$ cat config.mk
export PLATFORM = sky130hd
export DESIGN_NAME = han_carlson_pipe_adder
export DESIGN_NICKNAME = d
export VERILOG_FILES = /design/src/rtl/han_carlson_pipe_adder_pkg.sv /design/src/rtl/han_carlson_pipe_adder_prefix.sv /design/src/rtl/han_carlson_pipe_adder.sv
export SDC_FILE = /design/constraint.sdc
export NUM_CORES = 1
export LEC_CHECK = 0
export ABC_AREA = 1
export BUFFER_PORTS_ARGS = -buffer_cell sky130_fd_sc_hd__buf_4
export CORE_MARGIN = 5
export CORE_UTILIZATION = 58
export DETAILED_ROUTE_END_ITERATION = 8
export GPL_TIMING_DRIVEN = 1
export PLACE_DENSITY = 0.83
export SKIP_CTS_REPAIR_TIMING = 1
export SYNTH_ARGS = -nofsm -noshare
export SYNTH_HDL_FRONTEND = slang
export SYNTH_SLANG_ARGS = --single-unit
$ cat constraint.sdc
create_clock -name clk -period 2.8 [get_ports clk]
set_input_delay 0.42 -clock clk [delete_from_list [all_inputs] [get_ports clk]]
set_output_delay 0.42 -clock clk [all_outputs]
set_load 0.01 [all_outputs]
$ cat src/rtl/han_carlson_pipe_adder_pkg.sv
// ppa_pkg: shared types and elaboration helpers for the pipelined
// Han-Carlson adder.
//   gp_t       : generate/propagate pair for one bit or group.
//   op_e       : add / subtract operation select.
//   levels     : number of prefix levels for a width, log2(width)+1.
//   rank_level : prefix level after which register rank r sits.
//   is_cut     : 1 if some intermediate rank sits after prefix level n.
package ppa_pkg;

  typedef struct packed {
    logic g;
    logic p;
  } gp_t;

  typedef enum logic {
    OP_ADD = 1'b0,
    OP_SUB = 1'b1
  } op_e;

  function automatic int unsigned levels(input int unsigned width);
    return $clog2(width) + 1;
  endfunction

  function automatic int unsigned rank_level(input int unsigned r,
                                             input int unsigned stages,
                                             input int unsigned lv);
    return (r * lv) / stages;
  endfunction

  function automatic bit is_cut(input int unsigned n,
                                input int unsigned stages,
                                input int unsigned lv);
    for (int unsigned r = 1; r < stages; r++) begin
      if (rank_level(r, stages, lv) == n) return 1'b1;
    end
    return 1'b0;
  endfunction

endpackage

$ cat src/rtl/han_carlson_pipe_adder_prefix.sv
// hc_prefix_level: one combinational Han-Carlson prefix level.
//   LEVEL < log2(WIDTH): Kogge-Stone step on odd bits, distance 2**LEVEL.
//   LEVEL = log2(WIDTH): final fill of even bits from their odd neighbour.
// Ports:
//   gp_i : group G/P vector entering the level.
//   gp_o : group G/P vector leaving the level.
module hc_prefix_level
  import ppa_pkg::*;
#(
  parameter int unsigned WIDTH = 32,
  parameter int unsigned LEVEL = 0
) (
  input  gp_t [WIDTH-1:0] gp_i,
  output gp_t [WIDTH-1:0] gp_o
);

  localparam int unsigned LOG2W = $clog2(WIDTH);
  localparam int unsigned DIST  = (LEVEL < LOG2W) ? (32'd1 << LEVEL) : 32'd1;

  for (genvar i = 0; i < WIDTH; i++) begin : g_bit
    localparam bit ODD    = (i % 2) == 1;
    localparam bit ACTIVE = (LEVEL < LOG2W) ? (ODD && (i >= DIST))
                                            : (!ODD && (i > 0));
    if (ACTIVE) begin : g_cell
      assign gp_o[i].g = gp_i[i].g | (gp_i[i].p & gp_i[i-DIST].g);
      assign gp_o[i].p = gp_i[i].p & gp_i[i-DIST].p;
    end else begin : g_pass
      assign gp_o[i] = gp_i[i];
    end
  end

endmodule

$ cat src/rtl/han_carlson_pipe_adder.sv
// han_carlson_pipe_adder: parametrised, pipelined Han-Carlson add/subtract
// with a global-stall valid/ready handshake.
// Optional macro PPA_FLAGS_EN adds out_ovf / out_zero result flags.
// Ports:
//   clk, rst              : clock, synchronous active-high reset.
//   in_valid/in_ready     : operand beat handshake.
//   in_a, in_b            : operands (WIDTH bits).
//   in_cin                : carry-in, add mode only.
//   in_sub                : 1 selects A + ~B + 1 (in_cin ignored).
//   out_valid/out_ready   : result handshake.
//   out_sum, out_cout     : result and carry out of the MSB.
//   out_ovf, out_zero     : signed overflow / zero result (PPA_FLAGS_EN).
module han_carlson_pipe_adder
  import ppa_pkg::*;
#(
  parameter int unsigned WIDTH       = 32,
  parameter int unsigned PIPE_STAGES = 2
) (
  input  logic             clk,
  input  logic             rst,
  input  logic             in_valid,
  output logic             in_ready,
  input  logic [WIDTH-1:0] in_a,
  input  logic [WIDTH-1:0] in_b,
  input  logic             in_cin,
  input  logic             in_sub,
  output logic             out_valid,
  input  logic             out_ready,
  output logic [WIDTH-1:0] out_sum,
  output logic             out_cout
`ifdef PPA_FLAGS_EN
  ,
  output logic             out_ovf,
  output logic             out_zero
`endif
);

  localparam int unsigned LEVELS = levels(WIDTH);

  logic             en;
  logic             out_valid_q;
  logic [WIDTH-1:0] sum_q, sum_d;
  logic             cout_q, cout_d;

  assign en       = ~out_valid_q | out_ready;
  assign in_ready = en;

  op_e              op;
  logic [WIDTH-1:0] b_eff;
  logic             c0;
  logic [WIDTH-1:0] p_pre;
  gp_t  [WIDTH-1:0] gp_pre;

  // Carry-in is folded into bit 0's generate so the prefix tree's group G
  // is directly the carry C[i]; the unmodified P vector travels alongside.
  always_comb begin
    op    = in_sub ? OP_SUB : OP_ADD;
    b_eff = (op == OP_SUB) ? ~in_b : in_b;
    c0    = (op == OP_SUB) ? 1'b1 : in_cin;
    p_pre = in_a ^ b_eff;
    for (int unsigned i = 0; i < WIDTH; i++) begin
      gp_pre[i].g = in_a[i] & b_eff[i];
      gp_pre[i].p = p_pre[i];
    end
    gp_pre[0].g = (in_a[0] & b_eff[0]) | (p_pre[0] & c0);
  end

  // One block per prefix level; a register rank is placed in front of
  // level n whenever some rank sits after n levels, otherwise it is wired.
  for (genvar n = 0; n < LEVELS; n++) begin : g_stage
    gp_t  [WIDTH-1:0] gp_in;
    gp_t  [WIDTH-1:0] gp_out;
    logic [WIDTH-1:0] p_in;
    logic             c0_in;
    logic             v_in;

    if (n == 0) begin : g_head
      assign gp_in = gp_pre;
      assign p_in  = p_pre;
      assign c0_in = c0;
      assign v_in  = in_valid;
    end else if (is_cut(n, PIPE_STAGES, LEVELS)) begin : g_reg
      gp_t  [WIDTH-1:0] gp_q;
      logic [WIDTH-1:0] p_q;
      logic             c0_q;
      logic             v_q;

      always_ff @(posedge clk) begin
        if (rst) begin
          gp_q <= '0;
          p_q  <= '0;
          c0_q <= 1'b0;
          v_q  <= 1'b0;
        end else if (en) begin
          gp_q <= g_stage[n-1].gp_out;
          p_q  <= g_stage[n-1].p_in;
          c0_q <= g_stage[n-1].c0_in;
          v_q  <= g_stage[n-1].v_in;
        end
      end

      assign gp_in = gp_q;
      assign p_in  = p_q;
      assign c0_in = c0_q;
      assign v_in  = v_q;
    end else begin : g_wire
      assign gp_in = g_stage[n-1].gp_out;
      assign p_in  = g_stage[n-1].p_in;
      assign c0_in = g_stage[n-1].c0_in;
      assign v_in  = g_stage[n-1].v_in;
    end

    hc_prefix_level #(
      .WIDTH(WIDTH),
      .LEVEL(n)
    ) u_level (
      .gp_i(gp_in),
      .gp_o(gp_out)
    );
  end

  logic [WIDTH-1:0] carry;

  always_comb begin
    carry = '0;
    for (int unsigned i = 0; i < WIDTH; i++) begin
      carry[i] = g_stage[LEVELS-1].gp_out[i].g;
    end
    sum_d  = g_stage[LEVELS-1].p_in ^ {carry[WIDTH-2:0], g_stage[LEVELS-1].c0_in};
    cout_d = carry[WIDTH-1];
  end

`ifdef PPA_FLAGS_EN
  logic ovf_q, ovf_d;
  logic zero_q, zero_d;

  always_comb begin
    ovf_d  = carry[WIDTH-1] ^ carry[WIDTH-2];
    zero_d = (sum_d == '0);
  end

  always_ff @(posedge clk) begin
    if (rst) begin
      ovf_q  <= 1'b0;
      zero_q <= 1'b0;
    end else if (en) begin
      ovf_q  <= ovf_d;
      zero_q <= zero_d;
    end
  end

  assign out_ovf  = ovf_q;
  assign out_zero = zero_q;
`endif

  always_ff @(posedge clk) begin
    if (rst) begin
      out_valid_q <= 1'b0;
      sum_q       <= '0;
      cout_q      <= 1'b0;
    end else if (en) begin
      out_valid_q <= g_stage[LEVELS-1].v_in;
      sum_q       <= sum_d;
      cout_q      <= cout_d;
    end
  end

  assign out_valid = out_valid_q;
  assign out_sum   = sum_q;
  assign out_cout  = cout_q;

endmodule

==> flow_summary.html, run 1 <==
<table>
<tr><th>Metric</th><th>Value</th></tr>
<tr><th colspan="2">Hold path</th></tr>
<tr><td>Class of the worst hold path</td><td>primary input to flop</td></tr>
<tr><th colspan="2">Yosys</th></tr>
<tr><td>Proportion of synthesized area in mux cells</td><td>0.005363</td></tr>
<tr><td>Post-synth EDFFs</td><td>0</td></tr>
<tr><td>Post-synthesis net count</td><td>829</td></tr>
<tr><td>Ranking of synthesized cells by area</td><td>sky130_fd_sc_hd__dfxtp_1, sky130_fd_sc_hd__ha_1, sky130_fd_sc_hd__o21ai_0</td></tr>
<tr><td>Number of library cell types mapped by synthesis</td><td>27</td></tr>
<tr><td>Synth async-reset ratio</td><td>0</td></tr>
<tr><td>Most common flop cell mapped by yosys</td><td>sky130_fd_sc_hd__dfxtp_1</td></tr>
<tr><td>Post-synthesis sequential element count</td><td>112</td></tr>
<tr><td>Largest area contributor in the netlist</td><td>sky130_fd_sc_hd__dfxtp_1</td></tr>
<tr><td>Yosys warning total</td><td>0</td></tr>
<tr><td>Avg Cell Area, Syn</td><td>approximately 8 µm²</td></tr>
<tr><td>Fraction of the mapped netlist area in simple logic gates</td><td>0.1607</td></tr>
<tr><td>Most numerous cell in the Yosys netlist</td><td>sky130_fd_sc_hd__nor2_1</td></tr>
<tr><td>Combinational family with the most area after synthesis</td><td>compound AO/OA/AOI/OAI gates</td></tr>
<tr><td>Fraction of post-synthesis cell area in the top cell type by area</td><td>0.4004</td></tr>
<tr><td>Area of the mapped netlist</td><td>5599 µm²</td></tr>
<tr><td>Compound-Gate Fraction of Synth Area</td><td>0.1712</td></tr>
<tr><td>Synthesized instance count</td><td>712</td></tr>
<tr><td>Most frequent cells after synthesis</td><td>sky130_fd_sc_hd__nor2_1, sky130_fd_sc_hd__dfxtp_1, sky130_fd_sc_hd__o21ai_0, sky130_fd_sc_hd__nand2_1, sky130_fd_sc_hd__a21oi_1</td></tr>
<tr><td>Sequential element share of the synthesized area</td><td>0.4004</td></tr>
<tr><td>Share of synthesized cell area in full adder, half adder and majority cells</td><td>0.1050</td></tr>
<tr><td>Post-synthesis xor/xnor area fraction</td><td>0.07665</td></tr>
<tr><th colspan="2">Final layout</th></tr>
<tr><td>Net count of the finished layout</td><td>908</td></tr>
<tr><td>Relative area change from synthesis to final layout</td><td>17.32%</td></tr>
<tr><td>Fraction of layout cells with a size suffix above 1</td><td>0.1608</td></tr>
<tr><td>Area of all placed cells without fillers</td><td>6569 µm²</td></tr>
<tr><td>Diodes inserted</td><td>0</td></tr>
<tr><td>Final-layout fill cell count</td><td>727</td></tr>
<tr><td>Final cell utilization of the core</td><td>0.7042</td></tr>
<tr><th colspan="2">CTS</th></tr>
<tr><td>CTS max path bufs</td><td>2</td></tr>
<tr><td>Clock tree root driver cell</td><td>sky130_fd_sc_hd__clkbuf_8</td></tr>
<tr><td>Clock Pin Slew Worst Setup and Hold Paths</td><td>100 ps</td></tr>
<tr><td>H-tree depth</td><td>3</td></tr>
<tr><td>TritonCTS clock tree</td><td>built</td></tr>
<tr><td>Insertion delay to the later sink of the worst-skew pair</td><td>380 ps</td></tr>
<tr><td>TritonCTS buffer count</td><td>9</td></tr>
<tr><td>Total clock sinks</td><td>112</td></tr>
<tr><th colspan="2">Setup path</th></tr>
<tr><td>Data arrival time at the worst-slack endpoint</td><td>1580 ps</td></tr>
<tr><td>Critical path class</td><td>flop to output pin</td></tr>
<tr><td>Worst Path Required</td><td>approximately 2400 ps</td></tr>
<tr><td>Critical Path Start Type</td><td>flop</td></tr>
<tr><td>Max Fanout on Critical Path</td><td>66</td></tr>
<tr><td>Crit path capture type</td><td>output pin</td></tr>
<tr><th colspan="2">Route</th></tr>
<tr><td>Number of vias per cell</td><td>5.365</td></tr>
<tr><td>Routed vias</td><td>4,963</td></tr>
<tr><td>DRT iter0 DRCs</td><td>around 310</td></tr>
<tr><td>Iteration count of the initial detailed-routing pass</td><td>5</td></tr>
<tr><td>Wirelength, routed</td><td>roughly 13,000 µm</td></tr>
<tr><td>Residual antenna-violating net count after detailed routing</td><td>0</td></tr>
<tr><td>DRC violations left</td><td>0</td></tr>
<tr><td>Avg WL per Cell</td><td>~14 µm</td></tr>
<tr><th colspan="2">Timing</th></tr>
<tr><td>Worst clock skew</td><td>11.94 ps</td></tr>
<tr><td>Relative slew slack</td><td>0.5540</td></tr>
<tr><td>Pin slew with the least headroom to its limit</td><td>669.1 ps</td></tr>
<tr><td>Setup_tns</td><td>0 ps</td></tr>
<tr><td>Final max-slew violation count</td><td>0</td></tr>
<tr><td>Time the final worst path needs with I/O delays and setup</td><td>about 2000 ps</td></tr>
<tr><td>Hold violation count in the final report</td><td>0</td></tr>
<tr><td>Setup-violating endpoint count in the final report</td><td>0</td></tr>
<tr><td>Maximum clock frequency</td><td>0.4994 GHz</td></tr>
<tr><td>Part of the cycle the worst path needs</td><td>0.7152</td></tr>
<tr><td>Unrepaired setup endpoints after global routing</td><td>no</td></tr>
<tr><th colspan="2">Power and ir drop</th></tr>
<tr><td>Power per cell area</td><td>between 500 and 600 nW/µm²</td></tr>
<tr><td>Total design power</td><td>3.751 mW</td></tr>
<tr><td>Maximum vdd ir drop</td><td>between 300 and 400 µV</td></tr>
<tr><td>Static leakage power</td><td>3.310 nW</td></tr>
<tr><th colspan="2">Die</th></tr>
<tr><td>DIE WIDTH</td><td>108.3 µm</td></tr>
<tr><td>Placeable core region</td><td>approximately 9300 µm²</td></tr>
<tr><td>Number of rows created at floorplan</td><td>35</td></tr>
<tr><td>Top Ports</td><td>between 100 and 150</td></tr>
<tr><td>Die span in y</td><td>108.3 µm</td></tr>
<tr><td>Area of the die</td><td>about 12,000 µm²</td></tr>
<tr><td>Initial Utilization</td><td>0.6003</td></tr>
<tr><th colspan="2">Placement</th></tr>
<tr><td>Placer Congestion</td><td>about 0.87</td></tr>
<tr><td>Post-place instance area</td><td>6364 µm²</td></tr>
<tr><td>Port Buf Inserts</td><td>between 100 and 150</td></tr>
<tr><td>Placed wire-length estimate after detailed placement</td><td>roughly 9400 µm</td></tr>
<tr><th colspan="2">Global route</th></tr>
<tr><td>Global-route usage over all layers</td><td>0.2318</td></tr>
<tr><td>Number of antenna violations at the first check in global routing</td><td>0</td></tr>
<tr><td>Global-route wire length before repair</td><td>22,000 µm</td></tr>
<tr><td>Maximum number of pins on one net before global-route repair</td><td>around 130</td></tr>
<tr><td>Via count of the first global-routing pass</td><td>4,993</td></tr>
<tr><td>Aggregate global routing overflow</td><td>0</td></tr>
<tr><th colspan="2">Run status</th></tr>
<tr><td>Result of the run</td><td>finished clean</td></tr>
<tr><th colspan="2">Run</th></tr>
<tr><td>Number of max-capacitance violations reported</td><td>0</td></tr>
</table>
[state kept, by name, summed over array words and instances (netlist names)]
name                flops
g_stage.c0_in           1
g_stage.g_reg.gp_q     44
g_stage.g_reg.p_q      32
g_stage.g_reg.v_q       1
out_cout                1
out_sum                32
out_valid               1
[metrics by stage]
| step | std cells | hold slack, ps | setup WS (ps) |
|---|---|---|---|
| after floorplan | 712 | 429.7 | 913.9 |
| after global placement | 909 | 442.5 | 674.0 |
| after detailed placement | 909 | 456.9 | 594.1 |
| after CTS | 925 | 297.6 | 811.1 |
| after global routing | 925 | 301.8 | 726.5 |
| final | 925 | 292.2 | 797.5 |
[metal layers]
metal,vias up,track usage,part of all wire
li1,2481,-,-
met1,2304,0.2868,0.43
met2,163,0.4054,0.49
met3,15,0.05015,0.067
met4,0,0.06763,0.012
met5,-,0,0
[layout make-up]
| type | count | area [µm²] | area share |
|---|---|---|---|
| clock buffer | 10 | 137.6 | 0.02095 |
| clock inverter | 6 | 67.56 | 0.01029 |
| inverter | 53 | 201.4 | 0.03067 |
| multi-input combinational | 507 | 2910 | 0.4430 |
| sequential | 112 | 2242 | 0.3413 |
| tap | 129 | 161.4 | 0.02457 |
| timing repair buffer | 108 | 848.3 | 0.1291 |
[path summary, 6_finish.rpt]
path | startpoint | end | slack (ps) | depth (start not counted)
min | in_cin | g_stage[3].c0_in | 290 | 3
max reg2reg | g_stage[3].g_reg.gp_q[7] | out_sum[29] | 1060 | 10
min reg2reg | g_stage[3].g_reg.gp_q[22] | g_stage[3].g_reg.gp_q[22] | 470 | 2
max | out_valid | in_ready | 800 | 4
[kinds of logic after synthesis]
| group | Yosys count |
|---|---|
| AOI/OAI and AO/OA | 179 |
| buffers and inverters | 93 |
| adders and majority gates | 47 |
| xor gates and xnor gates | 49 |
| muxes | 3 |
| DFF | 112 |
| and+or+nand+nor | 229 |
[where the power goes]
group / internal (mW) / total (mW) / switching [mW]
Combinational: 0.398 / 0.894 / 0.496
Sequential: 1.77 / 1.85 / 0.0888
Clock: 0.442 / 1.00 / 0.561
[cells in the final DEF (no fill, tap or decap), types with 10 or more instances in the layout]
cell | synthesis | final
sky130_fd_sc_hd__a21oi_1 | 55 | 55
sky130_fd_sc_hd__buf_4 | 3 | 105
sky130_fd_sc_hd__clkbuf_8 | 0 | 10
sky130_fd_sc_hd__dfxtp_1 | 112 | 112
sky130_fd_sc_hd__ha_1 | 47 | 47
sky130_fd_sc_hd__inv_1 | 51 | 51
sky130_fd_sc_hd__nand2_1 | 75 | 75
sky130_fd_sc_hd__nand3_1 | 17 | 17
sky130_fd_sc_hd__nor2_1 | 128 | 128
sky130_fd_sc_hd__o21ai_0 | 96 | 96
sky130_fd_sc_hd__o21bai_1 | 17 | 17
sky130_fd_sc_hd__xor2_1 | 44 | 44
[worst max-delay path, stage by stage, from the launching register on]
cell	delay, ps
sky130_fd_sc_hd__dfxtp_1	320
sky130_fd_sc_hd__inv_1	90
sky130_fd_sc_hd__nor2_4	60
sky130_fd_sc_hd__inv_4	470
sky130_fd_sc_hd__buf_4	240
(Power assumes the default switching activity.)
==> inputs of run 2 (changes only) <==
- ABC_AREA: 1 -> 0
- CORE_UTILIZATION: 58 -> 50
- PLACE_DENSITY: 0.83 -> 0.76
- clock period: 2.8 -> 1.65 ns (I/O delays scaled with it)
==> run 2 against run 1 <==
Net effect:
- the run now ends with setup timing left
- clock skew fell by 2.4 ps
- die area rose by 13%
- hold slack got worse by 190 ps
- flip-flop and latch count did not move
- register-to-register slack got worse by 1100 ps
- first-iteration DRC count rose by 1.3%
- critical path depth rose by 3
- sequential share of layout area fell by 2.6 points
- power rose by 77%
- wire length rose by 9.2%
- critical path type is now flop to flop
- largest cell class unchanged
==> flow_summary.html, run 2 <==
<table>
<tr><th>Metric</th><th>Value</th></tr>
<tr><th colspan="2">Power and ir drop</th></tr>
<tr><td>Power per cell area</td><td>927.2 nW/µm²</td></tr>
<tr><td>Proportion of power drawn by the clock network</td><td>0.260</td></tr>
<tr><td>Sw frac</td><td>0.3067</td></tr>
<tr><td>Static leakage power</td><td>3.316 nW</td></tr>
<tr><td>Proportion of power drawn by flip-flops and latches</td><td>0.472</td></tr>
<tr><td>Combinational share of power</td><td>0.268</td></tr>
<tr><td>Internal Dissipation</td><td>~4.6 mW</td></tr>
<tr><td>Sw power</td><td>2.030 mW</td></tr>
<tr><td>Maximum vdd ir drop</td><td>536.1 µV</td></tr>
<tr><th colspan="2">Route</th></tr>
<tr><td>Residual antenna-violating net count after detailed routing</td><td>0</td></tr>
<tr><td>Wirelength, routed</td><td>between 10,000 and 15,000 µm</td></tr>
<tr><td>Avg WL per Cell</td><td>between 15 and 20 µm</td></tr>
<tr><td>Number of vias per cell</td><td>around 5.3</td></tr>
<tr><td>Iteration count of the initial detailed-routing pass</td><td>5</td></tr>
<tr><td>Routed vias</td><td>approximately 5,000</td></tr>
<tr><td>DRC violations left</td><td>0</td></tr>
<tr><td>DRT iter0 DRCs</td><td>roughly 320</td></tr>
<tr><th colspan="2">Die</th></tr>
<tr><td>Initial Utilization</td><td>0.5085</td></tr>
<tr><td>DIE WIDTH</td><td>115 µm</td></tr>
<tr><td>Top Ports</td><td>105</td></tr>
<tr><td>Die span in y</td><td>115 µm</td></tr>
<tr><td>Number of rows created at floorplan</td><td>38</td></tr>
<tr><td>Placeable core region</td><td>about 11,000 µm²</td></tr>
<tr><td>Area of the die</td><td>13,230 µm²</td></tr>
<tr><th colspan="2">Placement</th></tr>
<tr><td>Placer Congestion</td><td>0.8427</td></tr>
<tr><td>Placed Cells</td><td>between 900 and 1,000</td></tr>
<tr><td>Worst slack, placed</td><td>-298.1 ps</td></tr>
<tr><td>Port Buf Inserts</td><td>~100</td></tr>
<tr><td>Post-place instance area</td><td>6700 µm²</td></tr>
<tr><td>Placed wire-length estimate after detailed placement</td><td>10,400 µm</td></tr>
<tr><th colspan="2">Timing</th></tr>
<tr><td>Maximum clock frequency</td><td>around 0.6 GHz</td></tr>
<tr><td>Setup-violating endpoint count in the final report</td><td>3</td></tr>
<tr><td>Pin slew with the least headroom to its limit</td><td>421.4 ps</td></tr>
<tr><td>Final hold slack</td><td>102.3 ps</td></tr>
<tr><td>Relative slew slack</td><td>0.7174</td></tr>
<tr><td>Setup_tns</td><td>-96.66 ps</td></tr>
<tr><td>Final max-slew violation count</td><td>0</td></tr>
<tr><td>Time the final worst path needs with I/O delays and setup</td><td>1703 ps</td></tr>
<tr><td>Unrepaired setup endpoints after global routing</td><td>yes</td></tr>
<tr><td>Worst path setup slack after routing</td><td>-52.81 ps</td></tr>
<tr><td>Worst clock skew</td><td>9.546 ps</td></tr>
<tr><td>Hold violation count in the final report</td><td>0</td></tr>
<tr><td>Part of the cycle the worst path needs</td><td>1.032</td></tr>
<tr><th colspan="2">Setup path</th></tr>
<tr><td>Source of the critical timing path</td><td>g_stage[3].g_reg.gp_q[18]</td></tr>
<tr><td>Max Fanout on Critical Path</td><td>2</td></tr>
<tr><td>Logic depth of the worst register-to-register path</td><td>7</td></tr>
<tr><td>Cells traversed along the worst timing path</td><td>a21o_1, a21o_1, a21o_1, ha_2, or3_4, nand3_2, a21oi_2</td></tr>
<tr><td>Crit path capture type</td><td>flop</td></tr>
<tr><td>Critical Path Start Type</td><td>flop</td></tr>
<tr><td>Critical path class</td><td>flop to flop</td></tr>
<tr><td>Minimum setup slack among reg-to-reg paths</td><td>-50 ps</td></tr>
<tr><td>Cell with the most instances on the worst path</td><td>sky130_fd_sc_hd__a21o_1</td></tr>
<tr><td>Critical Path Slowest Stage Cell</td><td>sky130_fd_sc_hd__or3_4</td></tr>
<tr><td>Slowest cell delay on critical path</td><td>360 ps</td></tr>
<tr><td>Data arrival time at the worst-slack endpoint</td><td>1990 ps</td></tr>
<tr><td>Critical R2R Capture</td><td>out_sum[27]</td></tr>
<tr><td>Startpoint of the worst register-to-register path</td><td>g_stage[3].g_reg.gp_q[18]</td></tr>
<tr><td>Worst Path Required</td><td>1940 ps</td></tr>
<tr><th colspan="2">Yosys</th></tr>
<tr><td>Post-synthesis sequential element count</td><td>~110</td></tr>
<tr><td>Yosys warning total</td><td>0</td></tr>
<tr><td>Post-synth EDFFs</td><td>0</td></tr>
<tr><td>Avg Cell Area, Syn</td><td>8.340 µm²</td></tr>
<tr><td>Area of the mapped netlist</td><td>5513 µm²</td></tr>
<tr><td>Most common flop cell mapped by yosys</td><td>sky130_fd_sc_hd__dfxtp_1</td></tr>
<tr><td>Post-synthesis net count</td><td>about 800</td></tr>
<tr><td>Ranking of synthesized cells by area</td><td>sky130_fd_sc_hd__dfxtp_1, sky130_fd_sc_hd__nand2_1, sky130_fd_sc_hd__ha_1</td></tr>
<tr><td>Synth async-reset ratio</td><td>0</td></tr>
<tr><td>Sequential element share of the synthesized area</td><td>0.4067</td></tr>
<tr><td>Number of library cell types mapped by synthesis</td><td>34</td></tr>
<tr><td>Most numerous cell in the Yosys netlist</td><td>sky130_fd_sc_hd__nand2_1</td></tr>
<tr><td>Largest area contributor in the netlist</td><td>sky130_fd_sc_hd__dfxtp_1</td></tr>
<tr><td>Most frequent cells after synthesis</td><td>sky130_fd_sc_hd__nand2_1, sky130_fd_sc_hd__dfxtp_1, sky130_fd_sc_hd__a21oi_1, sky130_fd_sc_hd__ha_1, sky130_fd_sc_hd__nor2_1</td></tr>
<tr><td>Synthesized instance count</td><td>661</td></tr>
<tr><td>Fraction of post-synthesis cell area in the top cell type by area</td><td>0.4067</td></tr>
<tr><th colspan="2">Global route</th></tr>
<tr><td>Global-route wire length before repair</td><td>23,330 µm</td></tr>
<tr><td>Number of antenna violations at the first check in global routing</td><td>0</td></tr>
<tr><td>Global-route usage over all layers</td><td>0.2167</td></tr>
<tr><td>Via count of the first global-routing pass</td><td>5,116</td></tr>
<tr><td>Maximum number of pins on one net before global-route repair</td><td>53</td></tr>
<tr><td>Grt met1 use</td><td>0.2708</td></tr>
<tr><td>Aggregate global routing overflow</td><td>0</td></tr>
<tr><td>Layer carrying the most global-route usage</td><td>met2</td></tr>
<tr><td>Met3 track demand over resource</td><td>0.04263</td></tr>
<tr><td>GR met2 Demand/Resource</td><td>0.3719</td></tr>
<tr><th colspan="2">Hold path</th></tr>
<tr><td>Terminating pin of the worst hold path</td><td>g_stage[3].g_reg.v_q</td></tr>
<tr><td>Class of the worst hold path</td><td>primary input to flop</td></tr>
<tr><td>Hold-critical path depth</td><td>3</td></tr>
<tr><td>Hold path startpoint</td><td>in_valid</td></tr>
<tr><th colspan="2">Final layout</th></tr>
<tr><td>Biggest register</td><td>g_stage.g_reg.gp_q</td></tr>
<tr><td>Fraction of layout cells with a size suffix above 1</td><td>0.2817</td></tr>
<tr><td>Most common cell after layout, fill and taps aside</td><td>sky130_fd_sc_hd__buf_4</td></tr>
<tr><td>Leading cell types in the layout, fill and taps excluded</td><td>sky130_fd_sc_hd__buf_4, sky130_fd_sc_hd__nand2_1, sky130_fd_sc_hd__dfxtp_1, sky130_fd_sc_hd__a21oi_1, sky130_fd_sc_hd__ha_1</td></tr>
<tr><td>Final-layout fill cell count</td><td>approximately 900</td></tr>
<tr><td>Final standard cell count with taps included and fillers excluded</td><td>960</td></tr>
<tr><td>Net count of the finished layout</td><td>932</td></tr>
<tr><td>Max reg flops</td><td>44</td></tr>
<tr><td>Area of all placed cells without fillers</td><td>7141 µm²</td></tr>
<tr><td>Diodes inserted</td><td>0</td></tr>
<tr><td>Relative area change from synthesis to final layout</td><td>29.53%</td></tr>
<tr><th colspan="2">CTS</th></tr>
<tr><td>TritonCTS clock tree</td><td>built</td></tr>
<tr><td>H-tree depth</td><td>3</td></tr>
<tr><td>CTS max path bufs</td><td>2</td></tr>
<tr><td>Total clock sinks</td><td>112</td></tr>
<tr><td>Insertion delay to the later sink of the worst-skew pair</td><td>400 ps</td></tr>
<tr><td>Clock tree root driver cell</td><td>sky130_fd_sc_hd__clkbuf_8</td></tr>
<tr><td>Clock Pin Slew Worst Setup and Hold Paths</td><td>110 ps</td></tr>
<tr><td>TritonCTS buffer count</td><td>9</td></tr>
<tr><th colspan="2">Run status</th></tr>
<tr><td>Violated checks</td><td>setup timing</td></tr>
<tr><td>Result of the run</td><td>complete, but fails checks</td></tr>
<tr><th colspan="2">Run</th></tr>
<tr><td>Number of max-capacitance violations reported</td><td>0</td></tr>
</table>
==> run 2: logic make-up after synthesis <==
group                    Yosys count  share of synthesized area
AO/OA/AOI/OAI                    168                     0.1748
XOR/XNOR                          34                    0.05402
adder cells (fa/ha/maj)           47                     0.1067
buffers and inverters             41                    0.05493
flip-flops                       112                     0.4067
multiplexers                       5                   0.009079
AND/OR/NAND/NOR                  254                     0.1938
==> run 2: worst max path at each step <==
| stage | to | slack [ps] | cells past startpoint |
|---|---|---|---|
| floorplan | g_stage[3].g_reg.gp_q[63] | -150 | 8 |
| global placement | g_stage[3].g_reg.gp_q[63] | -240 | 8 |
| detailed placement | g_stage[3].g_reg.gp_q[43] | -300 | 9 |
| CTS | in_ready | -110 | 3 |
| global route | out_sum[31] | -110 | 7 |
| finish | out_sum[27] | -50 | 7 |
==> run 2: layout make-up <==
class / instances / area [µm²] / area share
multi-input cells: 508 / 3059 / 0.4284
flip-flops and latches: 112 / 2248 / 0.3149
repair buffers: 181 / 1420 / 0.1989
well taps: 140 / 175.2 / 0.02453
clock buffers: 9 / 123.9 / 0.01735
clock inverters: 7 / 80.08 / 0.01121
repair inverters: 2 / 17.52 / 0.002453
inverters: 1 / 16.27 / 0.002278
==> run 2: power by group through the flow <==
stage                     Combinational, mW  Clock [mW]  Sequential, mW
after floorplan                       0.925           0            3.20
after global placement                 1.64           0            3.16
after detailed placement               1.68           0            3.18
after CTS                              1.70        1.76            3.12
after global routing                   1.97        1.89            3.16
final                                  1.77        1.72            3.12
==> run 2: routing by layer <==
layer | wire length [µm] | vias up
met5 | 0 | -
met1 | 6366 | 2369
met2 | 7103 | 147
li1 | - | 2585
met4 | 306 | 0
met3 | 728 | 26
==> run 2: per-stage QoR <==
stage	utilization	power [mW]
floorplan	-	4.122
global placement	0.6181	4.804
detailed placement	0.6181	4.863
CTS	0.6369	6.572
global route	0.6587	7.019
finish	0.6587	6.620
==> run 2: critical path, delay by kind of cell (launching register included) <==
family,cells,cell delay (ps)
compound gates,4,640
simple gates,2,450
flops,1,340
fa+ha+maj,1,180
==> inputs of run 3 (changes only) <==
- RECOVER_POWER: unset -> 50
- SKIP_CTS_REPAIR_TIMING: 1 -> unset
==> run 3 against run 2 <==
Net effect:
- the flow still finishes with violations (setup timing)
- flip-flop and latch count did not move
- clock skew up 6.6 ps
- wire length is 0.24% lower
- worst setup slack better by 31 ps
- maximum frequency increased by 1.9%
- die area stayed put
- global-route usage grew 0.20 points
- power fell by 1.5%
- cell count decreased by 0.10%
- sequential power barely moved
- sequential share of layout area is 0.70 points higher
- largest cell class unchanged
- largest power group unchanged
==> flow_summary.html, run 3 (same netlist as run 2, synthesis figures left out) <==
<table>
<tr><th>Metric</th><th>Value</th></tr>
<tr><th colspan="2">Run status</th></tr>
<tr><td>Result of the run</td><td>complete, but fails checks</td></tr>
<tr><td>Violated checks</td><td>setup timing</td></tr>
<tr><th colspan="2">Final layout</th></tr>
<tr><td>Reg area</td><td>2247 µm²</td></tr>
<tr><td>Final standard cell count with taps included and fillers excluded</td><td>959</td></tr>
<tr><td>Fraction of layout cells with a size suffix above 1</td><td>0.2369</td></tr>
<tr><td>Relative area change from synthesis to final layout</td><td>26.65%</td></tr>
<tr><td>Most common cell after layout, fill and taps aside</td><td>sky130_fd_sc_hd__nand2_1</td></tr>
<tr><td>Multi-input logic area</td><td>3047 µm²</td></tr>
<tr><td>Max reg flops</td><td>44</td></tr>
<tr><td>Final-layout fill cell count</td><td>between 900 and 1,000</td></tr>
<tr><td>Leading cell types in the layout, fill and taps excluded</td><td>sky130_fd_sc_hd__nand2_1, sky130_fd_sc_hd__buf_4, sky130_fd_sc_hd__dfxtp_1, sky130_fd_sc_hd__a21oi_1, sky130_fd_sc_hd__ha_1</td></tr>
<tr><td>Net count of the finished layout</td><td>931</td></tr>
<tr><td>Biggest register</td><td>g_stage.g_reg.gp_q</td></tr>
<tr><td>Diodes inserted</td><td>0</td></tr>
<tr><th colspan="2">Timing</th></tr>
<tr><td>Worst clock skew</td><td>16.17 ps</td></tr>
<tr><td>Maximum clock frequency</td><td>about 0.6 GHz</td></tr>
<tr><td>Setup-violating endpoint count in the final report</td><td>4</td></tr>
<tr><td>Part of the cycle the worst path needs</td><td>1.013</td></tr>
<tr><td>Time the final worst path needs with I/O delays and setup</td><td>1672 ps</td></tr>
<tr><td>Unrepaired setup endpoints after global routing</td><td>yes</td></tr>
<tr><td>Hold violation count in the final report</td><td>0</td></tr>
<tr><td>Final max-slew violation count</td><td>0</td></tr>
<tr><td>Pin slew with the least headroom to its limit</td><td>407.9 ps</td></tr>
<tr><td>Setup_tns</td><td>-62.19 ps</td></tr>
<tr><td>Worst path setup slack after routing</td><td>-21.50 ps</td></tr>
<tr><td>Relative slew slack</td><td>0.7259</td></tr>
<tr><th colspan="2">Route</th></tr>
<tr><td>DRT iter0 DRCs</td><td>281</td></tr>
<tr><td>Iteration count of the initial detailed-routing pass</td><td>5</td></tr>
<tr><td>Residual antenna-violating net count after detailed routing</td><td>0</td></tr>
<tr><td>Avg WL per Cell</td><td>15.09 µm</td></tr>
<tr><td>Number of vias per cell</td><td>5.380</td></tr>
<tr><td>DRC violations left</td><td>0</td></tr>
<tr><td>Routed vias</td><td>5,159</td></tr>
<tr><td>Wirelength, routed</td><td>14,470 µm</td></tr>
<tr><th colspan="2">Global route</th></tr>
<tr><td>Global-route wire length before repair</td><td>23,530 µm</td></tr>
<tr><td>Number of antenna violations at the first check in global routing</td><td>0</td></tr>
<tr><td>Via count of the first global-routing pass</td><td>5,159</td></tr>
<tr><td>Aggregate global routing overflow</td><td>0</td></tr>
<tr><td>Global-route usage over all layers</td><td>0.2187</td></tr>
<tr><td>Maximum number of pins on one net before global-route repair</td><td>53</td></tr>
<tr><th colspan="2">Placement</th></tr>
<tr><td>Placed wire-length estimate after detailed placement</td><td>10,400 µm</td></tr>
<tr><td>Port Buf Inserts</td><td>around 100</td></tr>
<tr><td>Placed Cells</td><td>just over 900</td></tr>
<tr><td>Placer Congestion</td><td>0.8427</td></tr>
<tr><th colspan="2">CTS</th></tr>
<tr><td>Clock Pin Slew Worst Setup and Hold Paths</td><td>between 100 and 150 ps</td></tr>
<tr><td>Number of buffers inserted by hold repair at cts</td><td>0</td></tr>
<tr><td>Total clock sinks</td><td>112</td></tr>
<tr><td>CTS max path bufs</td><td>2</td></tr>
<tr><td>Clock tree root driver cell</td><td>sky130_fd_sc_hd__clkbuf_8</td></tr>
<tr><td>TritonCTS buffer count</td><td>9</td></tr>
<tr><td>TritonCTS clock tree</td><td>built</td></tr>
<tr><td>Insertion delay to the later sink of the worst-skew pair</td><td>400 ps</td></tr>
<tr><td>H-tree depth</td><td>3</td></tr>
<tr><th colspan="2">Setup path</th></tr>
<tr><td>Max Fanout on Critical Path</td><td>2</td></tr>
<tr><td>Critical Path Start Type</td><td>flop</td></tr>
<tr><td>Critical Path Slowest Stage Cell</td><td>sky130_fd_sc_hd__dfxtp_2</td></tr>
<tr><td>Crit path capture type</td><td>flop</td></tr>
<tr><td>Critical path class</td><td>flop to flop</td></tr>
<tr><td>Cells traversed along the worst timing path</td><td>a21o_1, a21o_1, a21o_1, ha_2, or3_1, nand3_1, a21oi_1</td></tr>
<tr><td>Worst Path Required</td><td>1940 ps</td></tr>
<tr><td>Data arrival time at the worst-slack endpoint</td><td>1960 ps</td></tr>
<tr><td>Slowest cell delay on critical path</td><td>between 300 and 400 ps</td></tr>
<tr><td>Cell with the most instances on the worst path</td><td>sky130_fd_sc_hd__a21o_1</td></tr>
<tr><td>Gate family responsible for the most delay along the worst path</td><td>compound AO/OA/AOI/OAI gates</td></tr>
<tr><td>Buffers plus inverters on the worst setup path</td><td>0</td></tr>
<tr><th colspan="2">Power and ir drop</th></tr>
<tr><td>Maximum vdd ir drop</td><td>between 500 and 600 µV</td></tr>
<tr><td>Static leakage power</td><td>3.170 nW</td></tr>
<tr><td>Power per cell area</td><td>934.4 nW/µm²</td></tr>
<tr><th colspan="2">Die</th></tr>
<tr><td>Die span in y</td><td>115 µm</td></tr>
<tr><td>Number of rows created at floorplan</td><td>38</td></tr>
<tr><td>Area of the die</td><td>13,230 µm²</td></tr>
<tr><td>Top Ports</td><td>105</td></tr>
<tr><td>Initial Utilization</td><td>0.5085</td></tr>
<tr><td>DIE WIDTH</td><td>115 µm</td></tr>
<tr><td>Placeable core region</td><td>10,840 µm²</td></tr>
<tr><th colspan="2">Hold path</th></tr>
<tr><td>Class of the worst hold path</td><td>primary input to flop</td></tr>
<tr><th colspan="2">Run</th></tr>
<tr><td>Number of max-capacitance violations reported</td><td>0</td></tr>
</table>
==> run 3: repair_timing <==
action                                  CTS  global route
resized for setup                         9            19
buffers inserted                          4            10
pin swaps                                13             4
endpoints found under the setup margin    6            11
cloned                                    0             2
==> run 3: area by class of cell <==
type	instances	area share
Clock buffer	9	0.01774
Tap cell	140	0.02509
Multi-Input combinational cell	508	0.4364
Timing Repair Buffer	180	0.1826
Inverter	1	0.002330
Timing Repair inverter	2	0.002509
Sequential cell	112	0.3219
Clock inverter	7	0.01147
==> run 3: through the flow <==
stage	total power, mW	util	hold WS, ps	setup slack [ps]	area [µm²]
after floorplan	4.122	-	388.0	-151.6	5558
after global placement	4.804	0.6181	438.0	-240.9	6700
after detailed placement	4.863	0.6181	447.2	-298.1	6700
after CTS	6.590	0.6412	90.70	-14.22	6950
after global routing	6.925	0.6440	92.53	-80.02	6982
final	6.524	0.6440	104.7	-21.50	6982
==> run 3: path summary, 6_finish.rpt <==
path	startpoint	to	slack [ps]	cells after the start
setup / recovery	g_stage[3].g_reg.gp_q[22]	out_sum[29]	-20	7
hold reg to reg	out_sum[13]	out_sum[13]	460	2
hold / removal	in_valid	g_stage[3].g_reg.v_q	100	3
setup reg to reg	g_stage[3].g_reg.gp_q[22]	out_sum[29]	-20	7
==> run 3: tightest hold or removal path, stage by stage <==
cell	delay, ps
sky130_fd_sc_hd__buf_4	110
sky130_fd_sc_hd__nand2_1	50
sky130_fd_sc_hd__a21oi_1	50
==> run 3: metal layers <==
metal	up-vias	track usage	part of all wire
li1	2576	-	-
met1	2388	0.2691	0.43
met2	161	0.3765	0.49
met3	34	0.04316	0.054
met4	0	0.08451	0.025
met5	-	0	0
==> run 3: power by group <==
group          switching, mW  internal (mW)
Combinational          0.869          0.817
Sequential             0.147           2.97
Clock                   1.00          0.718
